## config.mk

```make
export PLATFORM = sky130hd
export DESIGN_NAME = clk_gen_nch
export DESIGN_NICKNAME = d
export VERILOG_FILES = /design/src/rtl/clk_gen_pkg.sv /design/src/rtl/clk_gen_ch.sv /design/src/rtl/clk_gen_nch.sv
export SDC_FILE = /design/constraint.sdc
export NUM_CORES = 1
export LEC_CHECK = 0
export ABC_AREA = 1
export BUFFER_PORTS_ARGS = -buffer_cell sky130_fd_sc_hd__clkbuf_2
export CORE_UTILIZATION = 57
export CTS_BUF_LIST = sky130_fd_sc_hd__clkbuf_4 sky130_fd_sc_hd__clkbuf_8
export CTS_CLUSTER_DIAMETER = 200
export DETAILED_ROUTE_END_ITERATION = 8
export PLACE_DENSITY_LB_ADDON = 0.12
export SLEW_MARGIN = 0
export SYNTH_ARGS = -nofsm -noshare
export SYNTH_HDL_FRONTEND = slang
export SYNTH_HIERARCHICAL = 1
export SYNTH_SLANG_ARGS = --single-unit
```

## constraint.sdc

```tcl
create_clock -name clk_in -period 1.7 [get_ports clk_in]
set_input_delay 0.34 -clock clk_in [delete_from_list [all_inputs] [get_ports clk_in]]
set_output_delay 0.34 -clock clk_in [all_outputs]
set_load 0.1 [all_outputs]
```

## src/rtl/clk_gen_pkg.sv

```systemverilog
// clk_gen_pkg: shared defaults and the per-channel FSM encoding for clk_gen_nch.
package clk_gen_pkg;

  localparam int unsigned DefaultW = 16;

  typedef enum logic [1:0] {
    StIdle = 2'd0,
    StRun  = 2'd1,
    StStop = 2'd2
  } ch_state_e;

endpackage

```

## src/rtl/clk_gen_ch.sv

```systemverilog
// clk_gen_ch: one divided-clock channel with a shadowed divide value, a glitch-free
// start/stop sequence, a registered rising-edge tick and a sync realignment.
module clk_gen_ch
  import clk_gen_pkg::*;
#(
  parameter int unsigned W = DefaultW
) (
  input  logic         clk_i,
  input  logic         rst_i,
  input  logic         en_i,
  input  logic         sync_i,
  input  logic [W-1:0] div_i,
  input  logic [W-1:0] init_i,
  output logic         clk_o,
  output logic         tick_o,
  output logic         running_o
);

  ch_state_e    state_q, state_d;
  logic [W-1:0] count_q, count_d;
  logic [W-1:0] div_act_q, div_act_d;
  logic         clk_q, clk_d;
  logic         tick_q, tick_d;
  logic         term;

  assign term = (count_q == div_act_q);

  always_comb begin
    state_d   = state_q;
    count_d   = count_q;
    div_act_d = div_act_q;
    clk_d     = clk_q;
    tick_d    = 1'b0;
    unique case (state_q)
      StIdle: begin
        if (en_i) begin
          state_d   = StRun;
          count_d   = init_i;
          div_act_d = div_i;
        end
      end
      StRun, StStop: begin
        if (sync_i) begin
          clk_d     = 1'b0;
          div_act_d = div_i;
          if (state_q == StRun) begin
            count_d = init_i;
          end else begin
            state_d = StIdle;
            count_d = '0;
          end
        end else if (term) begin
          // Toggle wins over en; where the channel lands depends on the new level.
          count_d   = '0;
          clk_d     = ~clk_q;
          div_act_d = div_i;
          tick_d    = ~clk_q;
          if (en_i) begin
            state_d = StRun;
          end else if (clk_q) begin
            state_d = StIdle;
          end else begin
            state_d = StStop;
          end
        end else begin
          count_d = count_q + W'(1);
          if (en_i) begin
            state_d = StRun;
          end else if (!clk_q) begin
            state_d = StIdle;
            count_d = '0;
          end else begin
            state_d = StStop;
          end
        end
      end
      default: begin
        state_d = StIdle;
        count_d = '0;
        clk_d   = 1'b0;
      end
    endcase
  end

  always_ff @(posedge clk_i or posedge rst_i) begin
    if (rst_i) begin
      state_q   <= StIdle;
      count_q   <= '0;
      div_act_q <= '0;
      clk_q     <= 1'b0;
      tick_q    <= 1'b0;
    end else begin
      state_q   <= state_d;
      count_q   <= count_d;
      div_act_q <= div_act_d;
      clk_q     <= clk_d;
      tick_q    <= tick_d;
    end
  end

  assign clk_o     = clk_q;
  assign tick_o    = tick_q;
  assign running_o = (state_q != StIdle);

endmodule

```

## src/rtl/clk_gen_nch.sv

```systemverilog
// clk_gen_nch: CH independent programmable divided clocks sharing one sync pulse.
// Defining CLK_GEN_PHASE_EN adds a per-channel start-phase input.
module clk_gen_nch
  import clk_gen_pkg::*;
#(
  parameter int unsigned CH = 2,
  parameter int unsigned W  = DefaultW
) (
  input  logic            clk_in,
  input  logic            rst,
  input  logic [CH-1:0]   en,
  input  logic [CH*W-1:0] div,
`ifdef CLK_GEN_PHASE_EN
  input  logic [CH*W-1:0] phase,
`endif
  input  logic            sync,
  output logic [CH-1:0]   clk_out,
  output logic [CH-1:0]   tick,
  output logic [CH-1:0]   running
);

  for (genvar i = 0; i < CH; i++) begin : g_ch
    logic [W-1:0] div_ch;
    logic [W-1:0] init_ch;

    assign div_ch = div[i*W +: W];

`ifdef CLK_GEN_PHASE_EN
    logic [W-1:0] phase_ch;
    assign phase_ch = phase[i*W +: W];
    // Clamp so the start count never exceeds the shadowed divide value.
    assign init_ch  = (phase_ch < div_ch) ? phase_ch : div_ch;
`else
    assign init_ch = '0;
`endif

    clk_gen_ch #(
      .W(W)
    ) u_ch (
      .clk_i    (clk_in),
      .rst_i    (rst),
      .en_i     (en[i]),
      .sync_i   (sync),
      .div_i    (div_ch),
      .init_i   (init_ch),
      .clk_o    (clk_out[i]),
      .tick_o   (tick[i]),
      .running_o(running[i])
    );
  end

endmodule
```

==> metrics.md <==
| Metric | Value |
|---|---|
| Crit. Startpoint | g_ch[0].u_ch/count_q[4] |
| Top Ports | between 40 and 50 |
| Total Wirelength | roughly 16000 um |
| Gate count after technology mapping | about 860 |
| H-tree Lvls | 3 |
| DRC | 0 |
| Flops & latches, synth | 72 |
| Final period util | 1.067 |
| Sequential area share after synthesis | 0.3383 |
| Number of global-route vias before repair | 5383 |
| Vias | between 5k and 6k |
| Failing checks | setup timing |
| Max-Cap Viols | 0 |
| Leak | roughly 4.0 nW |
| RSZ-0062 raised after global routing | true |
| PD cells | 1662 mW/mm^2 |
| Die X | 98.66 um |
| Total CTS buffers | 9 |
| Largest net degree at the start of global routing | 37 |
| Initial cell density of the core | 0.5989 |
| Yosys top cell area share | 0.3383 |
| Antenna-violating nets left | 0 |
| Post-synthesis simple-gate area fraction | 0.4457 |
| WS Path Type | flip-flop to flip-flop |
| Startpoint Class | flip-flop |
| Comb pwr share | 0.589 |
| Post-Synth Adder-Cell Area | 0.01880 |
| Vias per inst | roughly 5 |
| Worst vdd ir | between 1 and 1.5 mV |
| Nets | 1085 |
| Internal power | 0.006354 W |
| Area contributors post-synth | dfrtp_1 (34%), nand2_1 (29%), nor2_1 (6.8%) |
| RR Startpoint | g_ch[0].u_ch/count_q[4] |
| Largest family of logic cells by synthesized area | simple AND/OR/NAND/NOR gates |
| Clk pin slew, worst setup/hold paths | 80 ps |
| N_diodes | 0 |
| Post-Syn Area per Cell | approximately 6.2 um^2 |
| Sw frac | 0.4659 |
| Critical Path End Type | flip-flop |
| Crit path setup slack, layout | -114.0 ps |
| Synth Area in XOR/XNOR | 0.02303 |
| Hold crit path type | primary input to async pin |
| Hold slack | between 90 and 100 ps |
| Switching pwr | 0.005542 W |
| GRT Residual Overflow | 0 |
| Tightest Pin Transition | about 550 ps |
| Area growth, synth to finish | 34.42% |
| TritonCTS Sinks | slightly above 70 |
| Die ar. | approximately 0.01 mm^2 |
| Post-cts hold buffer count | 0 |
| Clock Tree Buf Depth | 2 |
| Clock root cell | clkbuf_8 |
| Max Slew Vio Count | 0 |
| Core Area | between 0.008 and 0.009 mm^2 |
| WP data arrival | 2060 ps |
| Number of port buffers | 42 |
| Flop pwr share | 0.266 |
| Pre-antenna DRT Iters | 6 |
| Outcome | finished, violations left |
| # setup viols final | 38 |
| Post-Syn Area | approximately 0.0053 mm^2 |
| Yosys Warn Count | 6 |
| Rows | 34 |
| Cell taking the most area after synthesis | dfrtp_1 |
| Initial antenna violation count | 0 |
| Total GRT Usage | 0.3238 |
| Gpl congestion | approximately 0.91 |
| Starting DRT DRC Count | 583 |
| Clk pwr share | 0.146 |
| Post-synthesis compound-gate area fraction | 0.07965 |
| Worst skew pair latency | 350 ps |
| Worst Path Max Fanout | 5 |
| Final setup skew | 15.00 ps |
| Final Hold Fails | 0 |
| Share of cells above drive strength 1 | 0.2947 |
| Setup TNS | -2649 ps |
| First-pass GRT wire length | between 20000 and 30000 um |
| CTS tree | yes |
| CP Data Required Time | between 1500 and 2000 ps |
| Final HPWL DP | ~10000 um |
| Max_slew headroom | 0.6348 |
| Fmax | around 0.55 GHz |
| Netlist cell types | 28 |
| Fraction of synthesized area in multiplexers | 0 |
| Die Ht | approximately 99 um |
| DR WL/cell | 13.62 um |
| Post-layout min period | around 1800 ps |
==> area by class of cell <==
cell class | count | area (um^2)
repair buffers | 138 | 1084
multi-input cells | 739 | 3568
inverters | 80 | 312.8
clock inverters | 5 | 103.9
well taps | 108 | 135.1
flip-flops and latches | 72 | 1809
clock buffers | 11 | 145.1
fillers | 656 | 1733
==> synthesized netlist by cell type <==
master	instances
nand2_1	416
nand4_1	4
inv_4	2
inv_2	6
o21ai_2	4
dfrtp_1	72
nand3b_1	2
nand2_2	1
o21ai_1	9
nand2_4	2
a21oi_1	8
buf_4	3
xor2_1	14
a21oi_2	19
nor3_1	2
buf_6	8
ha_1	8
nand3_1	42
o21ai_4	2
nor2_1	97
nand3_2	4
conb_1	1
clkinv_1	2
buf_2	11
nor2_2	19
inv_1	70
clkbuf_1	7
o21ai_0	21
==> metrics by stage <==
| stage | instance area [um^2] | setup slack, ps | util | cells | power (W) |
|---|---|---|---|---|---|
| after floorplan | 5599 | -375.6 | - | 919 | 0.007177 |
| after global placement | 6301 | -17.17 | 0.7087 | 1106 | 0.008903 |
| after detailed placement | 6301 | -91.20 | 0.7087 | 1106 | 0.009102 |
| after CTS | 6706 | -51.80 | 0.7543 | 1134 | 0.01109 |
| after global routing | 7158 | -171.8 | 0.8051 | 1153 | 0.01279 |
| final | 7158 | -114.0 | 0.8051 | 1153 | 0.01190 |
==> worst paths after layout <==
check / end / slack (ps) / cells past startpoint
worst max-delay path: g_ch[0].u_ch/count_q[15] / -110 / 12
worst min-delay path: g_ch[0].u_ch/div_act_q[6] / 90 / 3
worst max register to register: g_ch[0].u_ch/count_q[15] / -110 / 12
worst min register to register: g_ch[1].u_ch/div_act_q[1] / 520 / 2
max in group asynchronous: g_ch[1].u_ch/clk_o / 1240 / 3
min in group clk_in: g_ch[1].u_ch/div_act_q[5] / 200 / 3
==> timing repair <==
item | 4_1_cts | 5_1_grt
resized for setup | 16 | 102
setup buffers | 12 | 16
pin swaps | 4 | 44
cloned | 0 | 3
endpoints found under the setup margin | 44 | 71
==> cells in the final DEF, fill, tap and decap left out, types with 3 or more instances in the layout <==
master / count
dfrtp_1: 66
o21ai_1: 15
buf_4: 81
buf_6: 8
nor2_4: 10
inv_1: 60
a21oi_1: 8
nand2_2: 33
nor2_1: 67
a21oi_2: 19
o21ai_2: 7
nor2_2: 39
buf_12: 6
nand4_1: 4
nand3_2: 13
bufinv_16: 3
o21ai_0: 12
nand2_1: 385
dfrtp_2: 6
conb_1: 64
ha_1: 4
xor2_1: 14
clkbuf_8: 10
clkbuf_2: 40
inv_2: 14
nand3_1: 32
==> flip-flops by register name, summed over array words and instances, names as in the netlist <==
| signal | flops |
|---|---|
| g_ch.u_ch/clk_o | 2 |
| g_ch.u_ch/count_q | 32 |
| g_ch.u_ch/div_act_q | 32 |
| g_ch.u_ch/state_q | 4 |
| g_ch.u_ch/tick_o | 2 |
==> critical path, cell delays in order (launching register included) <==
cell,delay (ps)
dfrtp_1,440
xor2_1,180
nor2_2,180
nand2_2,90
nor2_4,170
nand2_4,120
clkbuf_16,170
nand3_2,60
nand2_1,40
nand2_1,60
nand2_1,60
nand2_1,70
nand2_1,50
==> cells by family after synthesis <==
logic type / after synthesis
adders and majority gates: 8
buffers and inverters: 109
and+or+nand+nor: 589
xor gates and xnor gates: 14
AOI/OAI and AO/OA: 63
other: 1
DFF: 72
==> power groups by stage <==
stage          registers (W)  logic, W  clock network, W
6_report             0.00316   0.00700           0.00173
3_3_place_gp         0.00311   0.00580                 0
4_1_cts              0.00311   0.00624           0.00174
3_5_place_dp         0.00314   0.00596                 0
5_1_grt              0.00324   0.00773           0.00182
2_1_floorplan        0.00302   0.00416                 0
==> routing by layer <==
layer  wire, um  up-vias  global-route usage
met5          0        -                   0
met4        216        0             0.08840
met3       1293       29             0.03972
met2       7023      243              0.5016
met1       7175     2610              0.4786
li1           -     2911                   -
Note: power is estimated with default switching activity, not from simulation.
